[src/rtl/alu_operand_stage_pkg.sv]
// Shared definitions for the ALU operand stage: opcodes, FSM encoding and
// instruction field layout {op, rd, rs1, rs2} (MSB-first).
package alu_operand_stage_pkg;

  typedef enum logic [2:0] {
    OP_AND  = 3'd0,
    OP_OR   = 3'd1,
    OP_XOR  = 3'd2,
    OP_NAND = 3'd3,
    OP_ADD  = 3'd4,
    OP_SUB  = 3'd5,
    OP_SHR  = 3'd6,
    OP_SHL  = 3'd7
  } alu_op_e;

  typedef enum logic [1:0] {
    ST_IDLE = 2'd0,
    ST_EXEC = 2'd1,
    ST_WB   = 2'd2
  } state_e;

  localparam int OP_W    = 3;
  localparam int RS2_LSB = 0;

  function automatic int instr_w(input int ra_w);
    return OP_W + 3 * ra_w;
  endfunction

  function automatic int rs1_lsb(input int ra_w);
    return ra_w;
  endfunction

  function automatic int rd_lsb(input int ra_w);
    return 2 * ra_w;
  endfunction

  function automatic int op_lsb(input int ra_w);
    return 3 * ra_w;
  endfunction

endpackage

[src/rtl/alu_operand_stage_if.sv]
// Instruction handshake and writeback report channel of the operand stage.
// master = upstream issuer / consumer of writeback reports, slave = the stage.
interface alu_operand_stage_if
  import alu_operand_stage_pkg::*;
#(
  parameter int DATA_W = 8,
  parameter int RA_W   = 2
);
  logic                      instr_valid;
  logic                      instr_ready;
  logic [instr_w(RA_W)-1:0]  instr;
  logic                      wb_valid;
  logic [RA_W-1:0]           wb_addr;
  logic [DATA_W-1:0]         wb_data;

  modport master (
    output instr_valid, instr,
    input  instr_ready, wb_valid, wb_addr, wb_data
  );

  modport slave (
    input  instr_valid, instr,
    output instr_ready, wb_valid, wb_addr, wb_data
  );
endinterface

[src/rtl/alu_regfile.sv]
// Register file: two async read ports, two write ports (port A beats port B on
// an address collision). Define REG0_ZERO_EN to hard-wire R[0] to zero.
module alu_regfile #(
  parameter  int DATA_W = 8,
  parameter  int NREGS  = 4,
  localparam int RA_W   = $clog2(NREGS)
) (
  input  logic              clk,
  input  logic              rst,
  input  logic [RA_W-1:0]   ra1,
  input  logic [RA_W-1:0]   ra2,
  output logic [DATA_W-1:0] rd1,
  output logic [DATA_W-1:0] rd2,
  input  logic              we_a,
  input  logic [RA_W-1:0]   wa_a,
  input  logic [DATA_W-1:0] wd_a,
  input  logic              we_b,
  input  logic [RA_W-1:0]   wa_b,
  input  logic [DATA_W-1:0] wd_b
);
`ifdef REG0_ZERO_EN
  localparam bit R0_ZERO = 1'b1;
`else
  localparam bit R0_ZERO = 1'b0;
`endif

  logic [DATA_W-1:0] regs [NREGS];

  always_ff @(posedge clk or posedge rst) begin
    if (rst) begin
      for (int i = 0; i < NREGS; i++) regs[i] <= '0;
    end else begin
      for (int i = 0; i < NREGS; i++) begin
        if (!(R0_ZERO && i == 0)) begin
          if (we_a && wa_a == RA_W'(i))      regs[i] <= wd_a;
          else if (we_b && wa_b == RA_W'(i)) regs[i] <= wd_b;
        end
      end
    end
  end

  // Reads mask R[0] as well so the zero register never depends on reset state.
  assign rd1 = (R0_ZERO && ra1 == '0) ? '0 : regs[ra1];
  assign rd2 = (R0_ZERO && ra2 == '0) ? '0 : regs[ra2];

endmodule

[src/rtl/alu_operand_stage.sv]
// Operand fetch / writeback stage in front of an external ALU. Three-state
// FSM (IDLE -> EXEC -> WB): one instruction accepted every third cycle.
module alu_operand_stage
  import alu_operand_stage_pkg::*;
#(
  parameter  int DATA_W = 8,
  parameter  int NREGS  = 4,
  localparam int RA_W   = $clog2(NREGS)
) (
  input  logic              clk,
  input  logic              rst,
  alu_operand_stage_if.slave bus,
  input  logic              ld_en,
  input  logic [RA_W-1:0]   ld_addr,
  input  logic [DATA_W-1:0] ld_data,
  output logic [DATA_W-1:0] operanda,
  output logic [DATA_W-1:0] operandb,
  output logic [2:0]        alu_op,
  input  logic [DATA_W-1:0] alu_result,
  input  logic              alu_zero,
  output logic              zero_flag
);
  localparam int OP_LSB  = op_lsb(RA_W);
  localparam int RD_LSB  = rd_lsb(RA_W);
  localparam int RS1_LSB = rs1_lsb(RA_W);

  state_e            state;
  logic [RA_W-1:0]   rd_q;
  logic              wb_valid_q;
  logic [RA_W-1:0]   wb_addr_q;
  logic [DATA_W-1:0] wb_data_q;

  logic [OP_W-1:0]   f_op;
  logic [RA_W-1:0]   f_rd, f_rs1, f_rs2;
  logic [DATA_W-1:0] rf_rd1, rf_rd2;

  assign f_op  = bus.instr[OP_LSB  +: OP_W];
  assign f_rd  = bus.instr[RD_LSB  +: RA_W];
  assign f_rs1 = bus.instr[RS1_LSB +: RA_W];
  assign f_rs2 = bus.instr[RS2_LSB +: RA_W];

  assign bus.instr_ready = (state == ST_IDLE);
  assign bus.wb_valid    = wb_valid_q;
  assign bus.wb_addr     = wb_addr_q;
  assign bus.wb_data     = wb_data_q;

  // Operands come straight from the async read ports, so a same-edge load to
  // rs1/rs2 is not seen by the instruction being accepted.
  alu_regfile #(
    .DATA_W (DATA_W),
    .NREGS  (NREGS)
  ) u_regfile (
    .clk  (clk),
    .rst  (rst),
    .ra1  (f_rs1),
    .ra2  (f_rs2),
    .rd1  (rf_rd1),
    .rd2  (rf_rd2),
    .we_a (state == ST_EXEC),
    .wa_a (rd_q),
    .wd_a (alu_result),
    .we_b (ld_en),
    .wa_b (ld_addr),
    .wd_b (ld_data)
  );

  always_ff @(posedge clk or posedge rst) begin
    if (rst) begin
      state      <= ST_IDLE;
      operanda   <= '0;
      operandb   <= '0;
      alu_op     <= '0;
      rd_q       <= '0;
      wb_valid_q <= 1'b0;
      wb_addr_q  <= '0;
      wb_data_q  <= '0;
      zero_flag  <= 1'b0;
    end else begin
      case (state)
        ST_IDLE: begin
          if (bus.instr_valid) begin
            alu_op   <= f_op;
            operanda <= rf_rd1;
            operandb <= rf_rd2;
            rd_q     <= f_rd;
            state    <= ST_EXEC;
          end
        end
        ST_EXEC: begin
          // wb_data reports the ALU result even when R[0] drops the write.
          zero_flag  <= alu_zero;
          wb_valid_q <= 1'b1;
          wb_addr_q  <= rd_q;
          wb_data_q  <= alu_result;
          state      <= ST_WB;
        end
        ST_WB: begin
          wb_valid_q <= 1'b0;
          state      <= ST_IDLE;
        end
        default: state <= ST_IDLE;
      endcase
    end
  end

endmodule

[src/flat_wrapper.sv]
// flat-port wrapper written by rule: the top's interface ports become plain ports
module alu_operand_stage_flat import alu_operand_stage_pkg::*;
#(
  parameter  int DATA_W = 8,
  parameter  int NREGS  = 4,
  localparam int RA_W   = $clog2(NREGS)
)
  (clk, rst, ld_en, ld_addr, ld_data, operanda, operandb, alu_op, alu_result, alu_zero, zero_flag, bus_instr_valid, bus_instr, bus_instr_ready, bus_wb_valid, bus_wb_addr, bus_wb_data);
  alu_operand_stage_if #(.DATA_W(DATA_W), .RA_W((2))) bus_i ();
  input  logic clk;
  input  logic rst;
  input  logic ld_en;
  input  logic [RA_W-1:0] ld_addr;
  input  logic [DATA_W-1:0] ld_data;
  output logic [DATA_W-1:0] operanda;
  output logic [DATA_W-1:0] operandb;
  output logic [2:0] alu_op;
  input  logic [DATA_W-1:0] alu_result;
  input  logic alu_zero;
  output logic zero_flag;
  input wire logic [$bits(bus_i.instr_valid)-1:0] bus_instr_valid;
  input wire logic [$bits(bus_i.instr)-1:0] bus_instr;
  output wire logic [$bits(bus_i.instr_ready)-1:0] bus_instr_ready;
  output wire logic [$bits(bus_i.wb_valid)-1:0] bus_wb_valid;
  output wire logic [$bits(bus_i.wb_addr)-1:0] bus_wb_addr;
  output wire logic [$bits(bus_i.wb_data)-1:0] bus_wb_data;
  assign bus_i.instr_valid = bus_instr_valid;
  assign bus_i.instr = bus_instr;
  assign bus_instr_ready = bus_i.instr_ready;
  assign bus_wb_valid = bus_i.wb_valid;
  assign bus_wb_addr = bus_i.wb_addr;
  assign bus_wb_data = bus_i.wb_data;
  alu_operand_stage #(.DATA_W(DATA_W), .NREGS(NREGS)) u_core (.clk(clk), .rst(rst), .bus(bus_i), .ld_en(ld_en), .ld_addr(ld_addr), .ld_data(ld_data), .operanda(operanda), .operandb(operandb), .alu_op(alu_op), .alu_result(alu_result), .alu_zero(alu_zero), .zero_flag(zero_flag));
endmodule
[config.mk]
export PLATFORM = sky130hd
export DESIGN_NAME = alu_operand_stage_flat
export DESIGN_NICKNAME = d
export VERILOG_FILES = /design/src/rtl/alu_operand_stage_pkg.sv /design/src/rtl/alu_operand_stage_if.sv /design/src/rtl/alu_regfile.sv /design/src/rtl/alu_operand_stage.sv /design/src/flat_wrapper.sv
export SDC_FILE = /design/constraint.sdc
export NUM_CORES = 1
export LEC_CHECK = 0
export CAP_MARGIN = 15
export CORE_MARGIN = 4
export CORE_UTILIZATION = 55
export DETAILED_ROUTE_END_ITERATION = 6
export HOLD_SLACK_MARGIN = 0.05
export PLACE_DENSITY = 0.84
export SYNTH_ARGS = -nofsm -noshare
export SYNTH_HDL_FRONTEND = slang
export SYNTH_SLANG_ARGS = --single-unit
export TNS_END_PERCENT = 10
[constraint.sdc]
create_clock -name clk -period 5.48 [get_ports clk]
set_input_delay 1.096 -clock clk [delete_from_list [all_inputs] [get_ports clk]]
set_output_delay 1.096 -clock clk [all_outputs]
set_load 0.005 [all_outputs]
==> results of run 1 <==
cell usage in the layout, fill, tap and decap left out:
| cell type | count |
|---|---|
| nand3b_1 | 3 |
| or3b_1 | 1 |
| inv_1 | 3 |
| mux2i_1 | 65 |
| clkdlybuf4s50_1 | 63 |
| mux2_2 | 16 |
| and3b_1 | 1 |
| nor2_2 | 2 |
| a21oi_1 | 16 |
| nor3b_1 | 1 |
| and3_1 | 1 |
| clkbuf_1 | 1 |
| a21oi_2 | 8 |
| nand2b_1 | 1 |
| o21ai_0 | 2 |
| or2_1 | 2 |
| nor2_1 | 22 |
| nand2_1 | 27 |
| o21ai_1 | 8 |
| nand3_1 | 3 |
| inv_2 | 1 |
| o221ai_1 | 16 |
| buf_4 | 2 |
| dfrtp_1 | 67 |
| ha_1 | 5 |
| clkbuf_8 | 11 |
final cells by class:
class | count | area share
clock buffers | 12 | 0.03780
inverters | 4 | 0.003659
multi-input cells | 200 | 0.3698
flip-flops and latches | 67 | 0.4085
well taps | 75 | 0.02287
repair buffers | 65 | 0.1573
report_power, final:
group,leakage [nW],switching (mW),internal [mW]
clock,0.0803,0.168,0.179
sequential,0.788,0.194,0.745
combinational,0.978,0.380,0.501
total,1.85,0.743,1.43
through the flow:
stage               worst slack [ns]  total power [mW]  hold slack [ns]  cells  area [um2]
CTS                            2.732             2.178           0.4893    423        4104
global placement               2.640             1.775           0.4701    411        3949
floorplan                      2.701             1.421           0.4799    290        3313
finish                         2.755             2.168           0.4841    423        4104
global route                   2.646             2.324           0.5229    423        4104
detailed placement             2.578             1.820           0.4729    411        3949
per-layer routing:
| layer | part of all wire | vias up | track usage |
|---|---|---|---|
| met1 | 0.47 | 1177 | 0.3293 |
| li1 | - | 1151 | - |
| met2 | 0.46 | 86 | 0.3277 |
| met4 | 0.019 | 0 | 0.09496 |
| met3 | 0.053 | 14 | 0.03554 |
| met5 | 0 | - | 0 |
worst min-delay path by stage:
| stage | startpoint | endpoint | slack (ns) | cells past startpoint |
|---|---|---|---|---|
| floorplan | u_core.operanda[0] | u_core.operanda[0] | 0.48 | 2 |
| global placement | u_core.operanda[2] | u_core.operanda[2] | 0.47 | 2 |
| detailed placement | u_core.operanda[5] | u_core.operanda[5] | 0.47 | 2 |
| CTS | u_core.operanda[5] | u_core.operanda[5] | 0.49 | 2 |
| global route | u_core.zero_flag | u_core.zero_flag | 0.52 | 1 |
| finish | u_core.operanda[5] | u_core.operanda[5] | 0.48 | 2 |
worst register-to-register path, delay by kind of cell, from the launching register on:
family,cells,cell delay [ns]
buffers and inverters,1,0.13
AND/OR/NAND/NOR,2,0.95
AO/OA/AOI/OAI,1,0.04
flip-flops,1,0.38
adder cells (fa/ha/maj),1,0.58
state kept, by name (all words and copies together), names as in the netlist:
signal                 count
u_core.bus.wb_addr         2
u_core.u_regfile.regs     32
u_core.operandb            8
u_core.bus.wb_valid        1
u_core.operanda            8
u_core.bus.wb_data         8
u_core.rd_q                2
u_core.alu_op              3
u_core.zero_flag           1
u_core.state               2
cells by family after synthesis:
| logic type | after synthesis | share of synthesized area |
|---|---|---|
| mux | 81 | 0.2508 |
| flops | 67 | 0.5060 |
| simple gates | 64 | 0.08573 |
| compound gates | 50 | 0.1027 |
| buf+inv | 23 | 0.03587 |
| fa+ha+maj | 5 | 0.01888 |
==> summary.txt, run 1 <==
GRT
  • Overflow after GRT: 0
  • Vias in the first global route: 2,457
  • Largest net degree at the start of global routing: 68
  • First-pass GRT wire length: 12,650 um
  • GRT Resource Usage Total: 0.2232
  • Initial antenna violation count: 0

Timing
  • FMAX: ~0.37 GHz
  • Finish-stage setup viols: 0
  • RSZ-0062 raised after global routing: no
  • Final Hold Violating Endpoints: 0
  • Worst rel slew slack: 0.3630
  • Worst Skew: 0.009743 ns
  • Minimum clock period: roughly 2.7 ns
  • Final-report max-slew violation count: 0
  • Worst-margin pin slew: ~0.95 ns
  • Final Cycle Share: 0.4972
  • Final TNS setup: 0 ns

Yosys
  • Gate Count Post-Synth: 290
  • Mapped Nets: between 300 and 400
  • Synth top area share: 0.5060
  • Top-count cell post-synth: dfrtp_1
  • Number of flops mapped to enable cells by yosys: 0
  • Netlist cell types: 26
  • Yosys warns: 0
  • Top cell type by total area after synthesis: dfrtp_1
  • Seq/Total Area, Yosys: 0.5060
  • Fraction of registers with async set/reset: 1.000
  • Top cells by count, synth: dfrtp_1, mux2i_1, nand2_1, nor2_1
  • Syn Area/Cell: around 11 um2
  • Synth Register Bits: 67
  • Mapped cell area: approximately 0.0033 mm2
  • Ys flop type: dfrtp_1
  • Top cells by area, synth: dfrtp_1, mux2i_1, mux2_2, o221ai_1, nand2_1

Layout
  • Register area: roughly 0.0017 mm2
  • Multi-input gate area: roughly 0.0015 mm2
  • Fillers: between 400 and 500
  • Ant. Diodes: 0
  • Final net count: around 380
  • P&R area growth vs syn: 23.87%
  • Util after Layout: 0.6973
  • Layout cells sized above 1: 0.1149

Setup path
  • Crit path to: bus_instr_ready
  • CP delay by family, top: buffers and inverters
  • Ordered cell list for the critical path: inv_1 -> ha_1 -> clkdlybuf4s50_1
  • Flop2flop setup slack: 3.26 ns
  • Slowest stage delay, CP: 0.53 ns
  • Worst-path fanout max: 5
  • WP data arrival: around 1.6 ns
  • CP Launch Type: register
  • Count of buffer and inverter cells on the critical path: 2
  • CP Capture Type: output pin
  • Slowest CP cell: clkdlybuf4s50_1
  • Reg-to-reg endpoint: u_core.u_regfile.regs[27]
  • Critical path required time: about 4.4 ns
  • Cells on worst reg2reg path: 5
  • Stages on worst setup path: 3
  • FF-to-FF Start: u_core.state[1]
  • Crit Path Category: reg2out
  • Critical path origin: u_core.state[0]

Clock tree
  • CTS clk-pin slew, worst paths: 0.06 ns
  • CTS resizes: 0
  • CTS root buf: clkbuf_8
  • Clk_lat worst skew: 0.34 ns
  • Clk buf depth: 2
  • TritonCTS clock tree: built
  • CTS H-tree depth: 3
  • CTS buffer count: 9
  • CTS sink cnt: 67
  • Post-CTS Setup Bufs: 0
  • Hold Buf Count CTS: 0

Routing
  • Final ANT Viol Nets: 0
  • Drt wl/cell: 17.85 um
  • Drc violations: 0
  • Number of vias per cell: 5.740
  • WL final: 7550 um
  • Via count: roughly 2,400
  • Iter 0 DRT Violations: roughly 210
  • Pre-antenna DRT Iters: 5

Floorplan
  • Die ar.: approximately 0.0073 mm2
  • Chip width: 85.62 um
  • Core Rows: 28
  • I/O pins: 64
  • Die Ht: 85.62 um
  • Starting density of the core: 0.5629
  • Core area: 0.005886 mm2

Pwr
  • Pwr Density: 528.3 mW/mm2
  • Peak VDD IR: 273.8 uV
  • Static leakage: roughly 1.8 nW

Hold path
  • Worst Hold Class: reg2reg

Placement
  • DP Wirelength: 5421 um
  • IO Port Bufs: 63
  • RePlAce Congestion: 0.7738

Run status
  • Status: complete, no violations

Job
  • Max cap viols: 0
(Power assumes the default switching activity.)
==> inputs of run 2 (changes only) <==
--- a/config.mk
+++ b/config.mk
@@ -7,10 +7,10 @@
 export LEC_CHECK = 0
 export CAP_MARGIN = 15
 export CORE_MARGIN = 4
-export CORE_UTILIZATION = 55
+export CORE_UTILIZATION = 47
 export DETAILED_ROUTE_END_ITERATION = 6
 export HOLD_SLACK_MARGIN = 0.05
-export PLACE_DENSITY = 0.84
+export PLACE_DENSITY = 0.76
 export SYNTH_ARGS = -nofsm -noshare
 export SYNTH_HDL_FRONTEND = slang
 export SYNTH_SLANG_ARGS = --single-unit
==> constraint.sdc (replaced) <==
create_clock -name clk -period 2.3 [get_ports clk]
set_input_delay 0.46 -clock clk [delete_from_list [all_inputs] [get_ports clk]]
set_output_delay 0.46 -clock clk [all_outputs]
set_load 0.005 [all_outputs]
==> run 2 against run 1 <==
Global-route usage decreased by 3.5 points. Power grew 140%. Die area increased by 15%.
==> summary.txt, run 2 (synthesis results as in run 1) <==
Run status
  • Status: complete, no violations

Routing
  • Via count: 2,408 (-0.82%)
  • Pre-antenna DRT Iters: 4 (-1)
  • Number of vias per cell: 5.316 (-7.4%)
  • Final ANT Viol Nets: 0 (unchanged)
  • Drc violations: 0 (unchanged)
  • Iter 0 DRT Violations: 222 (+7.2%)
  • WL final: 7356 um (-2.6%)
  • Drt wl/cell: 16.24 um (-9.0%)

Layout
  • Final net count: 389 (+1.3%)
  • P&R area growth vs syn: 27.27%
  • Most frequent cells in the layout: dfrtp_1, mux2i_1, clkdlybuf4s50_1, nand2_1, nor2_1
  • Largest register FFs: 32 (unchanged)
  • Util after Layout: 0.6172 (-0.08006)
  • Non-filler instance count after layout: 453 (+7.1%)
  • Ant. Diodes: 0 (unchanged)
  • Layout cells sized above 1: 0.1345 (+0.01951)
  • Commonest non-fill, non-tap cell in the layout: dfrtp_1
  • Final Cell Area: 0.004217 mm2 (+2.7%)
  • Fillers: 586 (+32%)
  • Register name with the most flops: u_core.u_regfile.regs

Placement
  • Post-DP Area: 0.004025 mm2 (+1.9%)
  • DP Wirelength: 5328 um (-1.7%)
  • IO Port Bufs: 63 (unchanged)
  • Placed cell count: 437 (+6.3%)
  • RePlAce Congestion: 0.8345 (+7.8%)
  • Post-place setup slack: 0.3715 ns (-2.207 ns)

Clock tree
  • Clk buf depth: 2 (unchanged)
  • CTS H-tree depth: 3 (unchanged)
  • Hold Buf Count CTS: 0 (unchanged)
  • Clk_lat worst skew: 0.33 ns (about the same)
  • CTS sink cnt: 67 (unchanged)
  • CTS buffer count: 9 (unchanged)
  • CTS clk-pin slew, worst paths: 0.07 ns (about the same)
  • TritonCTS clock tree: built
  • CTS root buf: clkbuf_8
  • CTS resizes: 0 (unchanged)
  • Post-CTS Setup Bufs: 0 (unchanged)

Floorplan
  • Core area: 0.006832 mm2 (+16%)
  • Die Ht: 91.96 um (+7.4%)
  • Die ar.: 0.008457 mm2 (+15%)
  • Core Rows: 30 (+7.1%)
  • I/O pins: 64 (unchanged)
  • Chip width: 91.96 um (+7.4%)
  • Starting density of the core: 0.4850 (-0.07794)

GRT
  • Overflow after GRT: 0 (unchanged)
  • GRT Resource Usage Total: 0.1882 (-0.03507)
  • Met1 usage: 0.2605 (-0.06885)
  • Initial antenna violation count: 0 (unchanged)
  • Grt peak-use layer: met2
  • GR Layer Usage met2: 0.2841 (-0.04362)
  • Met3 Usage GRT: 0.03527 (-0.0002679)
  • First-pass GRT wire length: 12,560 um (-0.66%)
  • Vias in the first global route: 2,505 (+2.0%)
  • Largest net degree at the start of global routing: 68 (unchanged)

Setup path
  • Critical path origin: u_core.state[1]
  • Critical path required time: 1.84 ns (-2.54 ns)
  • Count of buffer and inverter cells on the critical path: 2 (unchanged)
  • CP delay by family, top: buffers and inverters
  • Slowest CP cell: clkdlybuf4s50_1
  • Worst-path fanout max: 5 (unchanged)
  • FF-to-FF Start: u_core.state[1]
  • CP Launch Type: register
  • Slowest stage delay, CP: 0.53 ns (about the same)
  • CP Capture Type: output pin
  • WP data arrival: 1.70 ns (+0.07 ns)
  • Crit Path Category: reg2out
  • Ordered cell list for the critical path: inv_1 -> ha_1 -> clkdlybuf4s50_1

Timing
  • Worst Skew: 0.007029 ns (-0.002715 ns)
  • Fin Hold WS: 0.4952 ns (+0.01111 ns)
  • Final Cycle Share: 0.9397
  • Finish-stage setup viols: 0 (unchanged)
  • Worst-margin pin slew: 0.6778 ns (-0.2747 ns)
  • Min setup slack post-route: 0.1386 ns (-2.617 ns)
  • Final Hold Violating Endpoints: 0 (unchanged)
  • Minimum clock period: 2.161 ns
  • FMAX: 0.4627 GHz
  • Worst rel slew slack: 0.5481 (+0.1851)
  • RSZ-0062 raised after global routing: no
  • Final TNS setup: 0 ns (unchanged)
  • Final-report max-slew violation count: 0 (unchanged)

Pwr
  • Design Power: 5.280 mW (+140%)
  • Pwr Density: 1252 mW/mm2 (+140%)
  • Peak VDD IR: 594.9 uV (+120%)
  • Static leakage: 1.894 nW (+2.6%)

Job
  • Max cap viols: 0 (unchanged)

Hold path
  • Hold path startpoint: u_core.operanda[6]
  • Worst Hold Class: reg2reg
run 2: cell type report:
class,instances,area (um2),share of cell area
clock buffer,15,186.4,0.04421
clock inverter,1,5.005,0.001187
inverter,4,15.01,0.003561
multi-input combinational,200,1518,0.3599
sequential,67,1677,0.3976
tap,96,120.1,0.02849
timing repair buffer,70,695.7,0.1650
run 2: layer usage:
layer	up-vias	wire length, um
met2	79	3350
li1	1163	-
met4	0	124
met5	-	0
met3	11	430
met1	1155	3451
run 2: power by group:
part           switching, mW  internal [mW]  total, mW
Combinational          0.890           1.22       2.11
Sequential             0.459           1.78       2.23
Clock                  0.427          0.510      0.937
run 2: worst min-delay path, delay by kind of cell, from the launching register on:
family | cells | cell delay [ns]
AND/OR/NAND/NOR | 1 | 0.05
flip-flops | 1 | 0.34
AO/OA/AOI/OAI | 1 | 0.06
run 2: final timing paths:
check	depth (start not counted)	end	slack, ns
min reg2reg	2	u_core.operanda[6]	0.50
max in group asynchronous	3	u_core.rd_q[1]	1.49
max reg2reg	6	u_core.u_regfile.regs[10]	0.43
min in group asynchronous	3	u_core.bus.wb_addr[1]	0.51
max	3	bus_instr_ready	0.14
min	2	u_core.operanda[6]	0.50
==> inputs of run 3 (changes only) <==
--- a/config.mk
+++ b/config.mk
@@ -5,9 +5,10 @@
 export SDC_FILE = /design/constraint.sdc
 export NUM_CORES = 1
 export LEC_CHECK = 0
+export ABC_AREA = 1
 export CAP_MARGIN = 15
 export CORE_MARGIN = 4
-export CORE_UTILIZATION = 47
+export CORE_UTILIZATION = 48
 export DETAILED_ROUTE_END_ITERATION = 6
 export HOLD_SLACK_MARGIN = 0.05
 export PLACE_DENSITY = 0.76
==> run 3 against run 2 <==
Fmax up 4.3%. Critical path depth unchanged. Power up 7.3%. Combinational power up 16%. Synthesized cell count up 83%. Via count up 48%. Sequential share of layout area down 3.7 points. Clock skew down 0.0020 ns. Routed wire length up 36%.
==> summary.txt, run 3 <==
Clock tree
  • Clk_lat worst skew: 0.35 ns (+0.02 ns)
  • CTS resizes: 0 (unchanged)
  • CTS root buf: clkbuf_8
  • TritonCTS clock tree: built
  • CTS clk-pin slew, worst paths: 0.08 ns (about the same)
  • CTS sink cnt: 67 (unchanged)
  • CTS buffer count: 9 (unchanged)
  • Post-CTS Setup Bufs: 0 (unchanged)
  • Hold Buf Count CTS: 0 (unchanged)
  • CTS H-tree depth: 3 (unchanged)
  • Clk buf depth: 2 (unchanged)

Yosys
  • Seq/Total Area, Yosys: 0.4549 (-0.05119)
  • Synth top area share: 0.4549 (-0.05119)
  • Yosys warns: 0 (unchanged)
  • Adder-cell share of the synthesized area: 0.01697 (-0.001910)
  • Netlist cell types: 20 (-23%)
  • Synth Register Bits: 67 (unchanged)
  • Number of flops mapped to enable cells by yosys: 0 (unchanged)
  • Ys flop type: dfrtp_1
  • Top cell type by total area after synthesis: dfrtp_1
  • Syn Area/Cell: 6.955 um2 (-39%)
  • Mapped Nets: 567 (+73%)
  • Fraction of registers with async set/reset: 1.000 (unchanged)
  • Mapped cell area: 0.003686 mm2 (+11%)
  • Main combinational cell family by area after synthesis: simple AND/OR/NAND/NOR gates
  • Post-synthesis compound-gate area fraction: 0.02037 (-0.08235)
  • Gate Count Post-Synth: 530 (+83%)
  • Post-synthesis mux area share: 0.003055 (-0.2477)
  • Simple-gate share of the synthesized area: 0.4060 (+0.3202)
  • Post-Synth XOR/XNOR Area: 0 (unchanged)
  • Top cells by count, synth: nand2_1, nand3_1, dfrtp_1, inv_1, nor2_1
  • Top cells by area, synth: dfrtp_1, nand2_1, nand3_1, inv_1, ha_1
  • Top-count cell post-synth: nand2_1

Setup path
  • WP data arrival: 1.61 ns (-0.09 ns)
  • Worst-path fanout max: 4 (-1)
  • CP Capture Type: output pin
  • Flop2flop setup slack: 0.44 ns (about the same)
  • CP Launch Type: register
  • Cells on worst reg2reg path: 8 (+2)
  • Crit Path Category: reg2out
  • Critical path required time: 1.84 ns (about the same)

Hold path
  • Worst Hold Class: in2async

Timing
  • Worst rel slew slack: 0.6197 (+0.07162)
  • Fin Hold WS: 0.4795 ns (-0.01576 ns)
  • Worst Skew: 0.005010 ns (-0.002019 ns)
  • Final-report max-slew violation count: 0 (unchanged)
  • RSZ-0062 raised after global routing: no
  • Finish-stage setup viols: 0 (unchanged)
  • FMAX: 0.4828 GHz (+4.3%)
  • Min setup slack post-route: 0.2286 ns (+0.09002 ns)
  • Final TNS setup: 0 ns (unchanged)
  • Worst-margin pin slew: 0.5696 ns (-0.1083 ns)
  • Final Hold Violating Endpoints: 0 (unchanged)
  • Minimum clock period: 2.071 ns (-0.09002 ns)
  • Final Cycle Share: 0.9006 (-0.03914)

Pwr
  • Peak VDD IR: 706.6 uV (+19%)
  • Static leakage: 2.522 nW (+33%)
  • Pwr Density: 1217 mW/mm2 (-2.8%)
  • Design Power: 5.665 mW (+7.3%)

Placement
  • Post-DP Area: 0.004427 mm2 (+10%)
  • RePlAce Congestion: 0.9015 (+8.0%)
  • DP Wirelength: 7564 um (+42%)
  • IO Port Bufs: 63 (unchanged)
  • Post-place setup slack: 0.4367 ns (+0.06525 ns)
  • Placed cell count: 684 (+57%)

Layout
  • P&R area growth vs syn: 26.24%
  • Final net count: 633 (+63%)
  • Most frequent cells in the layout: nand2_1, nand3_1, dfrtp_1, inv_1, clkdlybuf4s50_1
  • Layout cells sized above 1: 0.06489 (-0.06956)
  • Register name with the most flops: u_core.u_regfile.regs
  • Largest register FFs: 32 (unchanged)
  • Util after Layout: 0.6314 (+0.01419)
  • Non-filler instance count after layout: 700 (+55%)
  • Commonest non-fill, non-tap cell in the layout: nand2_1
  • Fillers: 673 (+15%)
  • Ant. Diodes: 0 (unchanged)
  • Final Cell Area: 0.004653 mm2 (+10%)

Routing
  • Final ANT Viol Nets: 0 (unchanged)
  • Pre-antenna DRT Iters: 5 (+1)
  • Iter 0 DRT Violations: 237 (+6.8%)
  • Drt wl/cell: 14.33 um (-12%)
  • WL final: 10,030 um (+36%)
  • Number of vias per cell: 5.099 (-4.1%)
  • Drc violations: 0 (unchanged)
  • Via count: 3,569 (+48%)

GRT
  • Vias in the first global route: 3,590 (+43%)
  • GRT Resource Usage Total: 0.2411 (+0.05296)
  • Overflow after GRT: 0 (unchanged)
  • First-pass GRT wire length: 16,950 um (+35%)
  • Largest net degree at the start of global routing: 33 (-51%)
  • Initial antenna violation count: 0 (unchanged)

Floorplan
  • Chip width: 95.63 um (+4.0%)
  • Die Ht: 95.63 um (+4.0%)
  • Core area: 0.007370 mm2 (+7.9%)
  • Core Rows: 31 (+3.3%)
  • Die ar.: 0.009145 mm2 (+8.1%)
  • I/O pins: 64 (unchanged)
  • Starting density of the core: 0.5002 (+0.01519)

Job
  • Max cap viols: 0 (unchanged)

Run status
  • Status: complete, no violations
-- run 3: cell families (layout without fill, tap and decap cells) --
family / after synthesis / after routing
compound gates: 15 / 15
simple gates: 354 / 354
buf+inv: 88 / 159
fa+ha+maj: 5 / 5
mux: 1 / 1
flops: 67 / 67
-- run 3: path summary, 6_finish.rpt --
path,from,endpoint
min,rst,u_core.bus.wb_valid
max in group asynchronous,rst,u_core.bus.wb_addr[0]
max reg2reg,u_core.state[1],u_core.u_regfile.regs[20]
min in group clk,u_core.operanda[4],u_core.operanda[4]
max,u_core.state[0],bus_instr_ready
min reg2reg,u_core.operanda[4],u_core.operanda[4]
-- run 3: cell type report --
| cell class | instances | area (um2) | area share |
|---|---|---|---|
| repair buffers | 73 | 718.2 | 0.1543 |
| multi-input cells | 375 | 1645 | 0.3536 |
| clock buffers | 10 | 137.6 | 0.02958 |
| flip-flops and latches | 67 | 1677 | 0.3603 |
| inverters | 70 | 262.8 | 0.05647 |
| well taps | 99 | 123.9 | 0.02662 |
| clock inverters | 6 | 88.84 | 0.01909 |
-- run 3: report_power, final --
part	internal, mW	leakage (nW)	switching [mW]
combinational	1.09	1.60	1.35
clock	0.639	0.108	0.481
sequential	1.74	0.813	0.365
total	3.47	2.52	2.20
-- run 3: per-layer routing --
| layer | global-route usage | vias up | part of all wire |
|---|---|---|---|
| met2 | 0.3995 | 125 | 0.48 |
| met4 | 0.09953 | 0 | 0.024 |
| li1 | - | 1779 | - |
| met5 | 0 | - | 0 |
| met1 | 0.3099 | 1644 | 0.44 |
| met3 | 0.04341 | 21 | 0.061 |
-- run 3: critical path, stage by stage, from the launching register on --
cell and delay, ns:
dfrtp_1 0.41, inv_1 0.14, ha_1 0.21, clkdlybuf4s50_1 0.51
